`config.mk`:
```
export PLATFORM = sky130hd
export DESIGN_NAME = sig_debounce_flat
export DESIGN_NICKNAME = d
export VERILOG_FILES = /design/src/rtl/sig_debounce_pkg.sv /design/src/rtl/sig_debounce_if.sv /design/src/rtl/sig_sync.sv /design/src/rtl/sig_debounce.sv /design/src/flat_wrapper.sv
export SDC_FILE = /design/constraint.sdc
export NUM_CORES = 1
export LEC_CHECK = 0
export CAP_MARGIN = 20
export CORE_MARGIN = 10
export CORE_UTILIZATION = 56
export CTS_CLUSTER_DIAMETER = 50
export DETAILED_ROUTE_END_ITERATION = 8
export HOLD_SLACK_MARGIN = 0.12
export PLACE_DENSITY_LB_ADDON = 0.15
export RECOVER_POWER = 100
export REMOVE_ABC_BUFFERS = 1
export SLEW_MARGIN = 40
export SYNTH_ARGS = -nofsm -noshare
export SYNTH_HDL_FRONTEND = slang
export SYNTH_HIERARCHICAL = 1
export SYNTH_SLANG_ARGS = --single-unit
```
`constraint.sdc`:
```
create_clock -name clk -period 2.4 [get_ports clk]
set_input_delay 0.48 -clock clk [delete_from_list [all_inputs] [get_ports clk]]
set_output_delay 0.48 -clock clk [all_outputs]
set_load 0.005 [all_outputs]
```
`src/rtl/sig_debounce_pkg.sv`:
```
// Shared types and constants for the sig_debounce conditioning stage.
package sig_debounce_pkg;

  typedef enum logic [1:0] {
    IDLE_LO = 2'd0,
    CHK_HI  = 2'd1,
    IDLE_HI = 2'd2,
    CHK_LO  = 2'd3
  } state_t;

  localparam int unsigned CNT_W_DEF      = 16;
  localparam int unsigned GLITCH_CNT_W   = 8;
  localparam logic [GLITCH_CNT_W-1:0] GLITCH_CNT_MAX = 8'd255;

  // Saturating increment for the glitch counter.
  function automatic logic [GLITCH_CNT_W-1:0] sat_inc(input logic [GLITCH_CNT_W-1:0] v);
    return (v == GLITCH_CNT_MAX) ? v : v + 8'd1;
  endfunction

endpackage

```
`src/rtl/sig_debounce_if.sv`:
```
// Level-in / debounced-level-out bundle; master drives the raw level, slave is the debouncer.
interface sig_debounce_if;
  import sig_debounce_pkg::*;

  logic                    sig_in;
  logic                    sig_out;
  logic                    busy;
  logic                    glitch;
  logic [GLITCH_CNT_W-1:0] glitch_cnt;

  modport master (output sig_in, input sig_out, busy, glitch, glitch_cnt);
  modport slave  (input sig_in, output sig_out, busy, glitch, glitch_cnt);
endinterface

```
`src/rtl/sig_sync.sv`:
```
// N-flop level synchronizer, async active-high reset to 0.
module sig_sync #(
  parameter int unsigned N = 2
) (
  input  logic clk,
  input  logic rst,
  input  logic i_d,
  output logic o_q
);

  logic [N-1:0] r_sync;

  always_ff @(posedge clk or posedge rst) begin
    if (rst) r_sync <= '0;
    else     r_sync <= {r_sync[N-2:0], i_d};
  end

  assign o_q = r_sync[N-1];

endmodule

```
`src/rtl/sig_debounce.sv`:
```
// Debounces a raw level into a clean clk-synchronous level and reports abandoned candidates.
// Build option SIG_DEBOUNCE_SYNC_EN inserts a SYNC_STAGES-flop synchronizer ahead of the FSM.
module sig_debounce
  import sig_debounce_pkg::*;
#(
  parameter int unsigned SYNC_STAGES   = 2,
  parameter int unsigned CNT_W         = CNT_W_DEF,
  parameter int unsigned STABLE_CYCLES = 1000
) (
  input  logic           clk,
  input  logic           rst,
  sig_debounce_if.slave  bus
);

  localparam logic [CNT_W-1:0] CNT_LAST = CNT_W'(STABLE_CYCLES - 1);

  if (SYNC_STAGES < 2) begin : g_bad_sync
    $error("sig_debounce: SYNC_STAGES must be >= 2");
  end
  if (STABLE_CYCLES < 2) begin : g_bad_stable
    $error("sig_debounce: STABLE_CYCLES must be >= 2");
  end

  logic w_s;

`ifdef SIG_DEBOUNCE_SYNC_EN
  sig_sync #(.N(SYNC_STAGES)) u_sync (
    .clk (clk),
    .rst (rst),
    .i_d (bus.sig_in),
    .o_q (w_s)
  );
`else
  assign w_s = bus.sig_in;
`endif

  state_t                  r_state;
  logic [CNT_W-1:0]        r_cnt;
  logic                    r_out;
  logic                    r_busy;
  logic                    r_glitch;
  logic [GLITCH_CNT_W-1:0] r_gcnt;

  // Qualification FSM; busy tracks whether the next state is a CHK state.
  always_ff @(posedge clk or posedge rst) begin
    if (rst) begin
      r_state  <= IDLE_LO;
      r_cnt    <= '0;
      r_out    <= 1'b0;
      r_busy   <= 1'b0;
      r_glitch <= 1'b0;
      r_gcnt   <= '0;
    end else begin
      r_glitch <= 1'b0;
      case (r_state)
        IDLE_LO: if (w_s) begin
          r_state <= CHK_HI;
          r_cnt   <= CNT_W'(1);
          r_busy  <= 1'b1;
        end
        CHK_HI: if (!w_s) begin
          r_state  <= IDLE_LO;
          r_cnt    <= '0;
          r_busy   <= 1'b0;
          r_glitch <= 1'b1;
          r_gcnt   <= sat_inc(r_gcnt);
        end else if (r_cnt == CNT_LAST) begin
          r_state <= IDLE_HI;
          r_cnt   <= '0;
          r_busy  <= 1'b0;
          r_out   <= 1'b1;
        end else begin
          r_cnt <= r_cnt + CNT_W'(1);
        end
        IDLE_HI: if (!w_s) begin
          r_state <= CHK_LO;
          r_cnt   <= CNT_W'(1);
          r_busy  <= 1'b1;
        end
        CHK_LO: if (w_s) begin
          r_state  <= IDLE_HI;
          r_cnt    <= '0;
          r_busy   <= 1'b0;
          r_glitch <= 1'b1;
          r_gcnt   <= sat_inc(r_gcnt);
        end else if (r_cnt == CNT_LAST) begin
          r_state <= IDLE_LO;
          r_cnt   <= '0;
          r_busy  <= 1'b0;
          r_out   <= 1'b0;
        end else begin
          r_cnt <= r_cnt + CNT_W'(1);
        end
        default: begin
          r_state <= IDLE_LO;
          r_cnt   <= '0;
          r_busy  <= 1'b0;
        end
      endcase
    end
  end

  assign bus.sig_out    = r_out;
  assign bus.busy       = r_busy;
  assign bus.glitch     = r_glitch;
  assign bus.glitch_cnt = r_gcnt;

endmodule

```
`src/flat_wrapper.sv`:
```
// flat-port wrapper written by rule: the top's interface ports become plain ports
module sig_debounce_flat import sig_debounce_pkg::*;
#(
  parameter int unsigned SYNC_STAGES   = 2,
  parameter int unsigned CNT_W         = CNT_W_DEF,
  parameter int unsigned STABLE_CYCLES = 1000
)
  (clk, rst, bus_sig_in, bus_sig_out, bus_busy, bus_glitch, bus_glitch_cnt);
  sig_debounce_if bus_i ();
  input  logic clk;
  input  logic rst;
  input wire logic [$bits(bus_i.sig_in)-1:0] bus_sig_in;
  output wire logic [$bits(bus_i.sig_out)-1:0] bus_sig_out;
  output wire logic [$bits(bus_i.busy)-1:0] bus_busy;
  output wire logic [$bits(bus_i.glitch)-1:0] bus_glitch;
  output wire logic [$bits(bus_i.glitch_cnt)-1:0] bus_glitch_cnt;
  assign bus_i.sig_in = bus_sig_in;
  assign bus_sig_out = bus_i.sig_out;
  assign bus_busy = bus_i.busy;
  assign bus_glitch = bus_i.glitch;
  assign bus_glitch_cnt = bus_i.glitch_cnt;
  sig_debounce #(.SYNC_STAGES(SYNC_STAGES), .CNT_W(CNT_W), .STABLE_CYCLES(STABLE_CYCLES)) u_core (.clk(clk), .rst(rst), .bus(bus_i));
endmodule
```
==> impl_results.md, run 1 <==
- Status: finished, violations left
- Failing checks: max-capacitance violations, max-slew violations
- Starting DRT DRC Count: 175
- DRT Pass-1 Iters: 4
- CTS H-tree depth: 2
- VDD IR max: 607 uV
- Final Hold Fails: 0
- Clock sinks: 29
- ANT cells: 0
- Syn Inst Count: 161
- Overall routing resource usage: 0.139
- Final Cycle Share: 0.868
- Starting Density: 0.577
- Worst-path cell chain: ha_1, and3_1, and4_1, or4_1, o311ai_0
- Row count: 19
- Syn_area_per_cell: 9.80 um2
- Hold WC Path Type: reg -> reg
- Synthesized area: 1580 um2
- Synth top area cells: dfrtp_1, a31oi_1, nand3_1
- Non-Filler Instances: 214
- Layout net count: 187
- Register area share after synthesis: 0.460
- FF+latch count, synth: 29
- Max Clk Rate: 480 MHz
- Post-synth EDFFs: 0
- Detailed Route WL: 3520 um
- CTS Root Cell: clkbuf_4
- DRC Markers: 0
- Max Cap Violations: 1
- Critical path peak fanout: 6
- Syn-to-layout area delta: 16.0%
- Buf/Inv on CP: 0
- Post-CTS setup repair buffer count: 0
- CP max-delay cell: or4_1
- CTS tree: yes
- Setup violators final: 0
- Yosys top cell area share: 0.460
- First-pass GRT wire length: 5980 um
- Crit-path leading delay family: simple AND/OR/NAND/NOR gates
- Core region area: 2730 um2
- Die width: 73.1 um
- Largest net degree at the start of global routing: 31
- Required time of the critical path: 2630 ps
- Initial antenna violation count: 0
- CTS Buf Count: 5
- Library cells used by synthesis: 42
- Asr flop ratio synth: 1.00
- Vias in the first global route: 1304
- Post-DP HPWL: 2510 um
- Setup Skew: 11.8 ps
- Post-route ant nets: 0
- IO buf count: 13
- Most frequent cells in the layout: dfrtp_1, nand2_1, nand3_1, a31oi_1, dlygate4sd3_1
- Layout cells sized above 1: 0.115
- Synth Flop Type: dfrtp_1
- Number of vias per cell: 6.54
- Clock buffer depth: 2
- Remaining global-route overflow: 0
- Startpoint types: flop
- Slew Viols, Final: 29
- Fin crit period: 2080 ps
- CTS clk-pin slew, worst paths: 100 ps
- Worst Setup End Kind: flop
- Leakage: 0.000780 uW
- Worst EP arrival: 2310 ps
- Slew HR: -0.00356
- Worst path max stage delay: 500 ps
- Vias: 1399
- Largest area contributor in the netlist: dfrtp_1
- # placed instances: 206
- IO Count: 14
- Die area: 5340 um2
- Final setup TNS: 0 ps
- Hold_buf cts: 0
- Critical path class: reg -> reg
- Power Density: 708 nW/um2
- Measured slew at the worst slew-check pin: 1510 ps
- Cts repair resizes: 0
- Worst skew pair latency: 330 ps
- DIE HEIGHT: 73.1 um
- Wirelength per Cell: 16.5 um
- Most common cell after layout, fill and taps aside: dfrtp_1
- RSZ-0062 raised after global routing: no
- Placer Congestion: 0.787
- Yosys warns: 6
==> final cells by class <==
type,instances,area (um2)
clock buffers,7,55.1
clock inverters,1,30.0
fillers,202,903
inverters,4,15.0
multi-input cells,123,798
flip-flops and latches,29,726
well taps,31,38.8
repair buffers,19,168
==> report_power, final <==
| group | leakage, uW | switching (uW) | internal, uW |
|---|---|---|---|
| registers | 0.000380 | 84.6 | 548 |
| logic | 0.000354 | 111 | 130 |
| clock network | 0.0000455 | 173 | 249 |
| total | 0.000780 | 369 | 927 |
==> registers in the layout, indices dropped and copies added, names as in the netlist, named ones only <==
name,count
u_core/bus.busy,1
u_core/bus.sig_out,1
u_core/r_cnt,16
u_core/r_state,1
u_core/bus.glitch,1
u_core/bus.glitch_cnt,8
==> worst paths after layout <==
kind,start,end,slack (ps),cells after the start
worst min-delay path,u_core/bus.busy,u_core/bus.busy,500,2
max in group asynchronous,rst,u_core/r_cnt[13],560,3
worst min register to register,u_core/bus.busy,u_core/bus.busy,500,2
worst max-delay path,u_core/r_cnt[0],u_core/r_cnt[8],320,5
worst max register to register,u_core/r_cnt[0],u_core/r_cnt[8],320,5
min in group asynchronous,rst,u_core/r_cnt[9],960,3
==> cell families (layout without fill, tap and decap cells) <==
group / after synthesis / after routing / share of synthesized area
AOI/OAI and AO/OA: 33 / 33 / 0.144
buffers and inverters: 9 / 31 / 0.0254
DFF: 29 / 29 / 0.460
and+or+nand+nor: 76 / 76 / 0.285
adders and majority gates: 2 / 2 / 0.0159
muxes: 2 / 2 / 0.0135
xor gates and xnor gates: 10 / 10 / 0.0555
==> through the flow <==
| step | power (uW) | setup slack (ps) | util | area [um2] | hold WS, ps |
|---|---|---|---|---|---|
| 4_1_cts | 1330 | 415 | 0.677 | 1850 | 506 |
| 3_5_place_dp | 907 | 147 | 0.646 | 1770 | 483 |
| 3_3_place_gp | 898 | 267 | 0.646 | 1770 | 474 |
| 6_report | 1300 | 317 | 0.670 | 1830 | 496 |
| 5_1_grt | 1370 | 239 | 0.670 | 1830 | 537 |
| 2_1_floorplan | 754 | 301 | - | 1550 | 480 |
==> layer usage <==
metal	part of all wire	GRT usage	vias to the layer above
li1	-	-	663
met1	0.44	0.170	673
met2	0.48	0.214	54
met3	0.064	0.0463	9
met4	0.017	0.0633	0
met5	0	0	-
==> cell usage after synthesis (all sizes together) (2+ instances only) <==
cell / instances
a21oi: 2
and3: 3
o211ai: 3
nor4: 3
nand3b: 4
nor3: 4
clkbuf: 2
dfrtp: 29
nor2: 8
and4: 2
xor2: 8
or4: 3
o21ai: 5
nand3: 16
a31oi: 15
ha: 2
and4bb: 2
xnor2: 2
o2111ai: 2
buf: 3
inv: 4
nand4: 10
nand2: 18
a41oi: 2
==> worst min-delay path, delay by kind of cell, from the launching register on <==
| kind | cells | cell delay [ps] |
|---|---|---|
| flops | 1 | 360 |
| simple gates | 2 | 100 |
Power figures use the tool's default switching activity.
==> inputs of run 2 (changes only) <==
--- a/config.mk
+++ b/config.mk
@@ -6,15 +6,17 @@
 export NUM_CORES = 1
 export LEC_CHECK = 0
 export CAP_MARGIN = 20
+export CORE_ASPECT_RATIO = 1.25
 export CORE_MARGIN = 10
 export CORE_UTILIZATION = 56
 export CTS_CLUSTER_DIAMETER = 50
 export DETAILED_ROUTE_END_ITERATION = 8
+export GPL_TIMING_DRIVEN = 0
 export HOLD_SLACK_MARGIN = 0.12
 export PLACE_DENSITY_LB_ADDON = 0.15
 export RECOVER_POWER = 100
 export REMOVE_ABC_BUFFERS = 1
-export SLEW_MARGIN = 40
+export SLEW_MARGIN = 20
 export SYNTH_ARGS = -nofsm -noshare
 export SYNTH_HDL_FRONTEND = slang
 export SYNTH_HIERARCHICAL = 1
==> run 2 against run 1 <==
The run now ends clean. Die area rose by 0.25%. Final area is 0.96% lower. Utilization is 0.69 points higher. Critical path type is now in -> reg.
==> impl_results.md, run 2 (same netlist as run 1, synthesis figures left out) <==
- Status: complete, no violations (was finished, violations left)
- Startpoint types: input pin (was flop)
- Critical path peak fanout: 26 (was 6)
- Remaining global-route overflow: 0 (unchanged)
- Met3 WL: 220 um (was 227 um)
- Fin crit period: 2230 ps (was 2080 ps)
- Routed met2 length: 1930 um (was 1680 um)
- Setup Skew: 13.7 ps (was 11.8 ps)
- CTS Buf Count: 5 (unchanged)
- RSZ-0062 raised after global routing: no (unchanged)
- Power Density: 672 nW/um2 (was 708 nW/um2)
- Measured slew at the worst slew-check pin: 1080 ps (was 1510 ps)
- Worst hold slack: 502 ps (was 496 ps)
- Setup violators final: 0 (unchanged)
- Initial antenna violation count: 0 (unchanged)
- Max Cap Violations: 0 (was 1)
- Slew Viols, Final: 0 (was 29)
- Worst path max stage delay: 670 ps (was 500 ps)
- ANT cells: 0 (unchanged)
- Starting Density: 0.589 (was 0.577)
- Worst setup startpoint: bus_sig_in (was u_core/r_cnt[0])
- CTS Root Cell: clkbuf_4 (unchanged)
- Net Switching: 375 uW (was 369 uW)
- Worst-path cell chain: clkdlybuf4s50_1, xnor2_2, a41oi_4, or4b_1, nand3_1 (was ha_1, and3_1, and4_1, or4_1, o311ai_0)
- First-pass GRT wire length: 6420 um (was 5980 um)
- Number of vias per cell: 6.59 (was 6.54)
- DIE HEIGHT: 79.3 um (was 73.1 um)
- Die area: 5350 um2 (was 5340 um2)
- Critical path class: in -> reg (was reg -> reg)
- Top reg by flops: u_core/r_cnt (unchanged)
- Core Util, Final: 0.676 (was 0.670)
- Row count: 21 (was 19)
- Worst skew pair latency: 340 ps (was 330 ps)
- VDD IR max: 608 uV (was 607 uV)
- Clock sinks: 29 (unchanged)
- Slew HR: 0.278 (was -0.00356)
- Core region area: 2680 um2 (was 2730 um2)
- Placer Congestion: 0.811 (was 0.787)
- Max Clk Rate: 448 MHz (was 480 MHz)
- Clock buffer depth: 2 (unchanged)
- Worst Setup End Kind: flop (unchanged)
- Final Cycle Share: 0.929 (was 0.868)
- Post-DP HPWL: 2530 um (was 2510 um)
- Flop pwr share: 0.527 (was 0.488)
- CTS tree: yes (unchanged)
- Most common cell after layout, fill and taps aside: dfrtp_1 (unchanged)
- Fin area: 1810 um2 (was 1830 um2)
- Wirelength per Cell: 18.0 um (was 16.5 um)
- Most frequent cells in the layout: dfrtp_1, nand2_1, nand3_1, a31oi_1, dlygate4sd3_1 (unchanged)
- Vias in the first global route: 1347 (was 1304)
- Leakage: 0.000762 uW (was 0.000780 uW)
- R2r startpoint: u_core/r_cnt[0] (unchanged)
- DRC Markers: 0 (unchanged)
- Pint: 844 uW (was 927 uW)
- Worst EP arrival: 2510 ps (was 2310 ps)
- Vias: 1390 (was 1399)
- Final Hold Fails: 0 (unchanged)
- Post-CTS setup repair buffer count: 0 (unchanged)
- IO Count: 14 (unchanged)
- Net Sw Frac: 0.308 (was 0.285)
- Combinational cell fraction of total power: 0.192 (was 0.186)
- Post-route ant nets: 0 (unchanged)
- CTS H-tree depth: 2 (unchanged)
- M1 WL: 1510 um (was 1550 um)
- Worst Hold Launch: u_core/bus.glitch_cnt[7] (was u_core/bus.busy)
- Total Power: 1220 uW (was 1300 uW)
- Die width: 67.5 um (was 73.1 um)
- CTS clk-pin slew, worst paths: 100 ps (about the same)
- Starting DRT DRC Count: 105 (was 175)
- Hold WC Path Type: reg -> reg (unchanged)
- Clock power share: 0.280 (was 0.326)
- IO buf count: 13 (unchanged)
- Max FFs per register: 16 (unchanged)
- Syn-to-layout area delta: 14.9% (was 16.0%)
- Hold_buf cts: 0 (unchanged)
- Layout net count: 181 (was 187)
- CP max-delay cell: a41oi_4 (was or4_1)
- Layout cells sized above 1: 0.124 (was 0.115)
- Overall routing resource usage: 0.155 (was 0.139)
- Top sig layer: met4 (unchanged)
- Required time of the critical path: 2680 ps (was 2630 ps)
- Detailed Route WL: 3810 um (was 3520 um)
- Largest net degree at the start of global routing: 32 (was 31)
- Placed inst area: 1730 um2 (was 1770 um2)
- DRT Pass-1 Iters: 4 (unchanged)
==> run 2: power by group through the flow <==
stage / Sequential (uW) / Combinational, uW / Clock [uW]
2_1_floorplan: 638 / 116 / 0
3_3_place_gp: 647 / 246 / 0
3_5_place_dp: 653 / 252 / 0
4_1_cts: 645 / 257 / 348
5_1_grt: 658 / 265 / 363
6_report: 643 / 235 / 342
==> run 2: metal layers <==
metal  track usage  vias up
met4         0.103        0
met2         0.245       35
met5             0        -
met1         0.170      687
met3        0.0534       15
li1              -      653
==> run 2: final timing paths <==
check                                                 to  slack, ps  depth (start not counted)
worst max register to register          u_core/r_cnt[15]        190                          5
worst min register to register  u_core/bus.glitch_cnt[7]        500                          1
max in group asynchronous              u_core/r_state[0]        820                          2
min in group asynchronous               u_core/r_cnt[13]        840                          2
worst min-delay path            u_core/bus.glitch_cnt[7]        500                          1
worst max-delay path                    u_core/r_cnt[15]        170                          5
==> run 2: per-stage QoR <==
stage | instances | TNS [ps] | worst slack, ps
final | 211 | 0 | 170
after global routing | 211 | 0 | 64.2
after detailed placement | 203 | -3600 | -447
after global placement | 203 | -2030 | -358
after CTS | 211 | 0 | 158
after floorplan | 156 | 0 | 301
==> run 2: layout make-up <==
type,count,area (um2)
Fill cell,226,867
Multi-Input combinational cell,123,828
Sequential cell,29,727
Timing Repair Buffer,13,130
Clock buffer,7,65.1
Tap cell,34,42.5
Inverter,4,15.0
Clock inverter,1,5.00
==> run 2: timing repair <==
action	in CTS	in global routing
endpoints found under the hold margin	0	0
setup endpoints to repair	1	3
resized for setup	1	2
==> run 2: worst max-delay path, delay by kind of cell <==
family / cells / cell delay (ps)
AO/OA/AOI/OAI: 1 / 670
AND/OR/NAND/NOR: 2 / 600
buffers and inverters: 1 / 520
XOR/XNOR: 1 / 240
